File: src/rtl/arena_scanner_pkg.sv
`default_nettype none
// ============================================================================
// Module      : arena_scanner_pkg
// Description : Shared definitions for the arena seeder/evolver/scanner family:
//               FSM state encodings and the row/column index width.
// Revision    : 1.0 - initial release
// ============================================================================
package arena_scanner_pkg;

    // Row and column indices are 10 bits wide, enough for a 1024x1024 arena.
    localparam int IDX_W = 10;

    // Encodings are shared with the seeder and evolver so that state values
    // read the same in every block of the arena family.
    typedef enum logic [1:0] {
        IDLE  = 2'b00,
        FETCH = 2'b01,
        SHIFT = 2'b10
    } scan_state_t;

endpackage
`default_nettype wire

File: src/rtl/arena_scanner_row_shifter.sv
`default_nettype none
// ============================================================================
// Module      : arena_row_shifter
// Description : Parallel-load, shift-left register holding one arena row.
//               The MSB is the cell currently presented (column 0 first).
// Revision    : 1.0 - initial release
// ============================================================================
module arena_row_shifter
    import arena_scanner_pkg::*;
#(
    parameter int WIDTH = 10
) (
    input  logic             clk,
    input  logic             reset,
    input  logic             i_load,
    input  logic             i_shift,
    input  logic [WIDTH-1:0] i_data,
    output logic             o_msb
);

    logic [WIDTH-1:0] r_q;

    // Load has priority; shifting moves the next column into the MSB slot.
    always_ff @(posedge clk or posedge reset) begin
        if (reset) begin
            r_q <= '0;
        end else if (i_load) begin
            r_q <= i_data;
        end else if (i_shift) begin
            r_q <= {r_q[WIDTH-2:0], 1'b0};
        end
    end

    assign o_msb = r_q[WIDTH-1];

endmodule
`default_nettype wire

File: src/rtl/arena_scanner.sv
`default_nettype none
// ============================================================================
// Module      : arena_scanner
// Description : Walks every arena row, latches its column word and streams
//               the cells out one per transfer over a valid/ready handshake.
//               Optional macro ARENA_SCANNER_POPCOUNT_EN adds a live_count
//               output counting live cells transferred in the current scan.
// Revision    : 1.0 - initial release
// ============================================================================
module arena_scanner
    import arena_scanner_pkg::*;
#(
    parameter int ARENA_WIDTH  = 10,
    parameter int ARENA_HEIGHT = 10
) (
    input  logic                   clk,
    input  logic                   reset,
    input  logic                   start,
    output logic                   ready,
    output logic [IDX_W-1:0]       arena_row_select,
    input  logic [ARENA_WIDTH-1:0] arena_columns,
    output logic                   cell_valid,
    input  logic                   cell_ready,
    output logic                   cell_data,
    output logic [IDX_W-1:0]       cell_row,
    output logic [IDX_W-1:0]       cell_col,
    output logic                   cell_last
`ifdef ARENA_SCANNER_POPCOUNT_EN
    ,
    output logic [19:0]            live_count
`endif
);

    localparam logic [IDX_W-1:0] c_MAX_COLUMN = IDX_W'(ARENA_WIDTH - 1);
    localparam logic [IDX_W-1:0] c_MAX_ROW    = IDX_W'(ARENA_HEIGHT - 1);
    localparam logic [IDX_W-1:0] c_ONE        = IDX_W'(1);

    scan_state_t      r_state;
    logic             r_ready;
    logic             r_cell_valid;
    logic [IDX_W-1:0] r_row;
    logic [IDX_W-1:0] r_col;

    logic w_xfer;
    logic w_col_end;
    logic w_row_end;
    logic w_load;
    logic w_shift;
    logic w_msb;

    assign w_xfer    = r_cell_valid & cell_ready;
    assign w_col_end = (r_col == c_MAX_COLUMN);
    assign w_row_end = (r_row == c_MAX_ROW);
    assign w_load    = (r_state == FETCH);
    // The last column never shifts: the next FETCH reloads the register.
    assign w_shift   = w_xfer & ~w_col_end;

    arena_row_shifter #(
        .WIDTH (ARENA_WIDTH)
    ) u_row_shifter (
        .clk     (clk),
        .reset   (reset),
        .i_load  (w_load),
        .i_shift (w_shift),
        .i_data  (arena_columns),
        .o_msb   (w_msb)
    );

    // Scan FSM with row/column counters and registered ready/valid flags.
    always_ff @(posedge clk or posedge reset) begin
        if (reset) begin
            r_state      <= IDLE;
            r_ready      <= 1'b1;
            r_cell_valid <= 1'b0;
            r_row        <= '0;
            r_col        <= '0;
        end else begin
            case (r_state)
                IDLE: begin
                    if (start) begin
                        r_state <= FETCH;
                        r_ready <= 1'b0;
                        r_row   <= '0;
                        r_col   <= '0;
                    end
                end
                FETCH: begin
                    r_col        <= '0;
                    r_cell_valid <= 1'b1;
                    r_state      <= SHIFT;
                end
                SHIFT: begin
                    if (w_xfer) begin
                        if (!w_col_end) begin
                            r_col <= r_col + c_ONE;
                        end else if (!w_row_end) begin
                            r_row        <= r_row + c_ONE;
                            r_cell_valid <= 1'b0;
                            r_state      <= FETCH;
                        end else begin
                            r_cell_valid <= 1'b0;
                            r_ready      <= 1'b1;
                            r_state      <= IDLE;
                        end
                    end
                end
                default: begin
                    r_state      <= IDLE;
                    r_ready      <= 1'b1;
                    r_cell_valid <= 1'b0;
                end
            endcase
        end
    end

`ifdef ARENA_SCANNER_POPCOUNT_EN
    logic [19:0] r_live_count;

    // Live-cell tally: cleared when a scan starts, held once the scan ends.
    always_ff @(posedge clk or posedge reset) begin
        if (reset) begin
            r_live_count <= '0;
        end else if ((r_state == IDLE) && start) begin
            r_live_count <= '0;
        end else if (w_xfer && w_msb) begin
            r_live_count <= r_live_count + 20'd1;
        end
    end

    assign live_count = r_live_count;
`endif

    assign ready            = r_ready;
    assign arena_row_select = r_row;
    assign cell_valid       = r_cell_valid;
    assign cell_data        = r_cell_valid & w_msb;
    assign cell_row         = r_row;
    assign cell_col         = r_col;
    assign cell_last        = r_cell_valid & w_col_end & w_row_end;

endmodule
`default_nettype wire

File: config.mk
export PLATFORM = sky130hd
export DESIGN_NAME = arena_scanner
export DESIGN_NICKNAME = d
export VERILOG_FILES = /design/src/rtl/arena_scanner_pkg.sv /design/src/rtl/arena_scanner_row_shifter.sv /design/src/rtl/arena_scanner.sv
export SDC_FILE = /design/constraint.sdc
export NUM_CORES = 1
export LEC_CHECK = 0
export ABC_AREA = 1
export ABC_CLOCK_PERIOD_IN_PS = 2400
export BUFFER_PORTS_ARGS = -buffer_cell sky130_fd_sc_hd__buf_2
export CAP_MARGIN = 5
export CORE_ASPECT_RATIO = 0.9
export CORE_MARGIN = 3
export CORE_UTILIZATION = 30
export CTS_CLUSTER_DIAMETER = 40
export DETAILED_ROUTE_END_ITERATION = 10
export GPL_TIMING_DRIVEN = 0
export PLACE_DENSITY_LB_ADDON = 0.2
export SLEW_MARGIN = 20
export SYNTH_ARGS = -nofsm -noshare
export SYNTH_HDL_FRONTEND = slang
export SYNTH_HIERARCHICAL = 1
export SYNTH_SLANG_ARGS = --single-unit
File: constraint.sdc
create_clock -name clk -period 2.4 [get_ports clk]
set_clock_uncertainty 0.2 [all_clocks]
set_input_delay 0.48 -clock clk [delete_from_list [all_inputs] [get_ports clk]]
set_output_delay 0.48 -clock clk [all_outputs]
set_load 0.01 [all_outputs]
==> flow_summary_export.csv, run 1 <==
group,metric,value,unit
status,status,"finished clean",
critical_path,worst-path-stages,6,
clock_network,cts_tree,"done",
finish,fin_nets,365,
finish,seqCellArea,855,µm²
timing,period_share,96.6,%
floorplan,core,6620,µm²
clock_network,clk_pin_slew,0.07,ns
clock_network,clockBufferDepth,2,
hold_path,hold_depth,3,
critical_path,cp_top_family,"simple AND/OR/NAND/NOR gates",
detailed_routing,vias_per_cell,4.49,
critical_path,critPathBufInv,1,
detailed_routing,drt_iter0_drc,61,
yosys,ys_seq_area_share,41.1,%
pwr,power_density,397,nW/µm²
finish,drive_above_1_share,29.9,%
placement,dp.cells,421,
floorplan,initial_utilization,31.3,%
timing,tightest_slew,0.923,ns
detailed_routing,routed_wirelength,5010,µm
detailed_routing,drc,0,
finish,multi_input_area,1050,µm²
clock_network,htree_levels,2,
yosys,syn_area,2070,µm²
pwr,power,1.04,mW
flow_run,drv_cap,0,
detailed_routing,wire_per_inst,11.4,µm
critical_path,crit_fanout,8,
critical_path,cp_slowest_cell,"dfrtp_1",
detailed_routing,drt_first_pass_iters,4,
floorplan,die-area,7940,µm²
pwr,max-vdd-ir-drop,0.196,mV
critical_path,max_stage_delay,0.48,ns
detailed_routing,vias,1966,
global_routing,grtUsageTotal,13.3,%
critical_path,path_class,"register to output pin",
hold_path,hold_class,"input pin to register",
placement,dpl_cell_area,2420,µm²
finish,syn2layout_area_growth,27.0,%
placement,hpwl,3510,µm
critical_path,r2r_cells,9,
global_routing,grt_pass1_wl,8420,µm
timing,setup_tns,0,ns
finish,n_antenna_cell,0,
critical_path,worstPathRequired,1.72,ns
global_routing,grt_pass1_vias,1811,
clock_network,cts_root_buffer,"clkbuf_8",
yosys,syn_avg_cell_area,7.29,µm²
floorplan,ioPinCount,48,
global_routing,grt_overflow,0,
yosys,yosys_register_bits,34,
floorplan,row_count,28,
clock_network,cts.sinks,34,
placement,routabilityCongestion,0.783,
floorplan,die_h,84.8,µm
timing,fin_crit,2.32,ns
finish,finalNonFillerCells,438,
critical_path,cp.arrival,1.64,ns
critical_path,path_cells,"nor2_4 -> nand2_2 -> nor2_4 -> nand2_2 -> nor4b_4 -> buf_2",
timing,drv_slew,0,
floorplan,dieWidth,93.6,µm
global_routing,grt_max_degree,25,
timing,setup_viol,0,
pwr,leakage,1.41,nW
timing,hold_viol_final,0,
yosys,syn_nets,302,
timing,max_freq,0.431,GHz
yosys,synth.distinct_cells,26,
global_routing,antenna_found_initial,0,
detailed_routing,antenna_left,0,
critical_path,critPathCaptureType,"output pin",
placement,io_buffers,47,
timing,slew-limit-headroom,38.1,%
finish,design_area,2630,µm²
critical_path,start_kind,"register",
yosys,synthCells,284,
clock_network,numCtsBuffers,5,
clock_network,insertion_delay,0.29,ns
finish,nFillCells,720,
yosys,synth.yosys.warnings,6,
-- kinds of logic (layout without fill, tap and decap cells) --
| family | after synthesis | in the layout | synth area share, % |
|---|---|---|---|
| buf+inv | 40 | 104 | 10.3 |
| fa+ha+maj | 4 | 4 | 2.42 |
| simple gates | 181 | 181 | 38.9 |
| compound gates | 21 | 21 | 5.56 |
| flops | 34 | 34 | 41.1 |
| xor+xnor | 4 | 4 | 1.69 |
-- stage by stage --
step / hold slack, ns / utilization [%] / setup WS, ns
floorplan: 0.120 / - / 0.328
global route: 0.210 / 39.7 / -0.00109
CTS: 0.196 / 38.4 / 0.0441
detailed placement: 0.268 / 36.5 / 0.171
finish: 0.202 / 39.7 / 0.0825
global placement: 0.263 / 36.5 / 0.178
-- path summary, 6_finish.rpt --
path / startpoint / endpoint / slack, ns
max in group asynchronous: reset / cell_col[0]$_DFFE_PP0P_ / 0.90
setup / recovery: cell_col[5]$_DFFE_PP0P_ / cell_last / 0.08
hold reg to reg: ready$_DFFE_PP1P_ / ready$_DFFE_PP1P_ / 0.27
hold / removal: arena_columns[0] / u_row_shifter/r_q[0]$_DFFE_PP0P_ / 0.20
setup reg to reg: cell_col[5]$_DFFE_PP0P_ / arena_row_select[3]$_DFFE_PP0P_ / 0.42
min in group asynchronous: reset / u_row_shifter/r_q[8]$_DFFE_PP0P_ / 0.53
-- sequential cells by signal (all words and copies together), names as in the netlist --
name               count
arena_row_select      10
cell_col              10
u_row_shifter/r_q     10
r_state                2
cell_valid             1
ready                  1
-- synth_stat cells (all sizes together) --
library cell / number / area [µm²]
a21oi: 5 / 25.0
buf: 16 / 124
dfrtp: 33 / 826
dfstp: 1 / 26.3
ha: 4 / 50.1
inv: 24 / 90.1
nand2: 95 / 389
nand3: 37 / 185
nand3b: 2 / 15.0
nand4: 4 / 25.0
nor2: 36 / 148
nor3: 3 / 15.0
nor4b: 1 / 8.76
o21a: 1 / 7.51
o21ai: 12 / 60.1
o21bai: 3 / 22.5
or2: 3 / 18.8
xor2: 4 / 35.0
-- worst reg2reg max path: cells and delay by family, from the launching register on --
family	cells	cell delay, ns
buffers and inverters	1	0.15
DFF	1	0.48
and+or+nand+nor	8	1.04
-- metal layers --
layer	up-vias	GRT usage (%)	routed length, µm
li1	1026	-	-
met1	907	17.6	2340
met2	29	21.4	2400
met3	4	3.28	218
met4	0	4.33	53
met5	-	0	0
-- power breakdown --
group          internal (mW)  switching (mW)  leakage (nW)
clock                  0.232           0.217        0.0482
combinational        0.00871          0.0151         0.912
sequential             0.573               0         0.453
-- timing repair --
action | CTS | global route
endpoints found under the hold margin | 10 | 0
hold buffers | 1 | 0
setup buffers | 1 | 7
setup endpoints to repair | 1 | 1
pin swaps | 0 | 4
resized for setup | 3 | 9
-- cell usage in the layout (no fill, tap or decap), drive strengths merged --
cell / count
o21a: 1
buf: 71
xor2: 4
ha: 4
nand3: 37
nand3b: 2
nor4b: 1
dfrtp: 33
clkbuf: 7
nor3: 3
nor2: 36
o21ai: 12
or2: 3
inv: 23
nand4: 4
o21bai: 3
clkinv: 2
a21oi: 5
dfstp: 1
dlygate4sd3: 1
nand2: 95
-- layout make-up --
type	instances	area share (%)
Clock buffer	7	3.28
Buffer	16	4.71
Multi-Input combinational cell	210	40.0
Sequential cell	34	32.5
Timing Repair Buffer	56	11.6
Clock inverter	1	0.190
Inverter	24	3.43
Tap cell	90	4.28
(Power assumes the default switching activity.)
==> run 2: changes to the inputs <==
==> constraint.sdc (replaced) <==
create_clock -name clk -period 2.4 [get_ports clk]
set_clock_uncertainty 0.2 [all_clocks]
set_input_delay 0.36 -clock clk [delete_from_list [all_inputs] [get_ports clk]]
set_output_delay 0.36 -clock clk [all_outputs]
set_load 0.01 [all_outputs]
==> run 2 against run 1 <==
  * Sequential cell count unchanged
  * First-iteration DRC count down 8.2%
  * Power grew 0.17%
  * Sequential share of layout area rose by 1.1 points
  * Critical path type unchanged
  * Final area is 3.7% lower
  * Global-route usage is essentially flat
  * Largest cell class unchanged
  * Register-to-register slack better by 0.04 ns
==> flow_summary_export.csv, run 2 (same netlist as run 1, synthesis figures left out) <==
group,metric,value,unit
status,status,"finished clean",
pwr,max-vdd-ir-drop,0.197,mV
finish,final_common_cell,"nand2_1",
timing,fin_crit,2.24,ns
detailed_routing,routed_wirelength,4920,µm
timing,drv_slew,0,
detailed_routing,vias,1917,
detailed_routing,antenna_left,0,
timing,finalWorstSetupSlack,0.162,ns
finish,n_antenna_cell,0,
timing,slew-limit-headroom,38.3,%
finish,post-route-util,38.3,%
clock_network,htree_levels,2,
floorplan,row_count,28,
global_routing,grt_overflow,0,
global_routing,grt_pass1_vias,1803,
timing,setup_viol,0,
timing,hold_viol_final,0,
detailed_routing,drt_iter0_drc,56,
finish,drive_above_1_share,26.4,%
placement,routabilityCongestion,0.783,
critical_path,r2r_slack,0.46,ns
critical_path,cp.arrival,1.68,ns
floorplan,dieWidth,93.6,µm
hold_path,hold_end,"u_row_shifter/r_q[0]$_DFFE_PP0P_",
clock_network,cts_tree,"done",
finish,seqCellArea,852,µm²
clock_network,clk_pin_slew,0.07,ns
hold_path,min-delay-start,"arena_columns[0]",
finish,fin_nets,358,
detailed_routing,drc,0,
floorplan,ioPinCount,48,
clock_network,cts.sinks,34,
clock_network,cts_root_buffer,"clkbuf_8",
critical_path,worstPathRequired,1.84,ns
floorplan,core,6620,µm²
clock_network,clockBufferDepth,2,
timing,tightest_slew,0.920,ns
finish,multi_input_area,1010,µm²
critical_path,critPathCaptureType,"output pin",
placement,io_buffers,47,
critical_path,r2r_cells,8,
detailed_routing,drt_first_pass_iters,4,
critical_path,start_kind,"register",
detailed_routing,wire_per_inst,11.4,µm
finish,syn2layout_area_growth,22.4,%
floorplan,die-area,7940,µm²
global_routing,grtUsageTotal,13.3,%
hold_path,hold_depth,3,
global_routing,grt_max_degree,25,
placement,place_ws,0.291,ns
clock_network,insertion_delay,0.29,ns
global_routing,antenna_found_initial,0,
critical_path,r2r_start,"cell_col[0]$_DFFE_PP0P_",
global_routing,grt_pass1_wl,8390,µm
finish,nFillCells,724,
timing,max_freq,0.447,GHz
hold_path,hold_class,"input pin to register",
pwr,power_density,413,nW/µm²
detailed_routing,vias_per_cell,4.45,
pwr,leakage,1.36,nW
flow_run,drv_cap,0,
finish,final_cell_mix,"nand2_1 (88), buf_2 (50), nand3_1 (37)",
critical_path,path_class,"register to output pin",
clock_network,numCtsBuffers,5,
placement,hpwl,3510,µm
critical_path,crit_fanout,8,
floorplan,initial_utilization,31.3,%
critical_path,rr_endpoint,"arena_row_select[3]$_DFFE_PP0P_",
timing,period_share,93.2,%
floorplan,die_h,84.8,µm
run 2: cell type report:
type / instances / area share, %
multi-input cells: 210 / 39.9
flip-flops and latches: 34 / 33.6
repair buffers: 49 / 9.98
plain buffers: 16 / 4.89
well taps: 90 / 4.44
inverters: 24 / 3.56
clock buffers: 7 / 3.41
clock inverters: 1 / 0.198
run 2: metal layers:
layer | track usage (%) | part of all wire [%]
met4 | 4.33 | 1.1
met2 | 21.4 | 48
met1 | 17.5 | 47
met5 | 0 | 0
met3 | 3.28 | 4.4
run 2: worst max-delay path by stage:
stage / startpoint / slack [ns] / depth (start not counted) / end
2_1_floorplan: cell_col[1]$_DFFE_PP0P_ / 0.45 / 6 / cell_last
3_3_place_gp: cell_col[0]$_DFFE_PP0P_ / 0.30 / 6 / cell_last
3_5_place_dp: cell_col[0]$_DFFE_PP0P_ / 0.29 / 6 / cell_last
4_1_cts: cell_col[0]$_DFFE_PP0P_ / 0.06 / 6 / cell_last
5_1_grt: cell_col[1]$_DFFE_PP0P_ / -0.0009 / 7 / cell_last
6_report: cell_col[0]$_DFFE_PP0P_ / 0.16 / 6 / cell_last
run 2: through the flow:
stage	total power [mW]	cell area (µm²)	hold WS (ns)	TNS, ns	std cells
floorplan	0.593	2070	0.000178	0	284
global placement	0.607	2420	0.176	0	421
finish	1.05	2530	0.0828	0	431
global route	1.09	2530	0.0899	-0.000870	431
detailed placement	0.608	2420	0.184	0	421
CTS	1.06	2530	0.0762	0	430
run 2: report_power, final:
group	total [mW]	leakage (nW)	internal (mW)	switching, mW
Combinational	0.0237	0.852	0.00871	0.0150
Sequential	0.573	0.456	0.573	0
Clock	0.450	0.0482	0.232	0.218
Total	1.05	1.36	0.813	0.233
run 2: worst max-delay path, stage by stage (launching register included):
cell     delay, ns
dfrtp_1       0.47
ha_1          0.18
nand3_1       0.09
nor2_2        0.13
nand2_2       0.10
nor4b_2       0.24
buf_2         0.18
run 2: timing repair:
action | CTS | global route
hold endpoints to repair | 10 | 0
setup endpoints to repair | 1 | 1
resized for setup | 1 | 0
hold buffers | 1 | 0
setup buffers | 0 | 1
pin swaps | 0 | 1
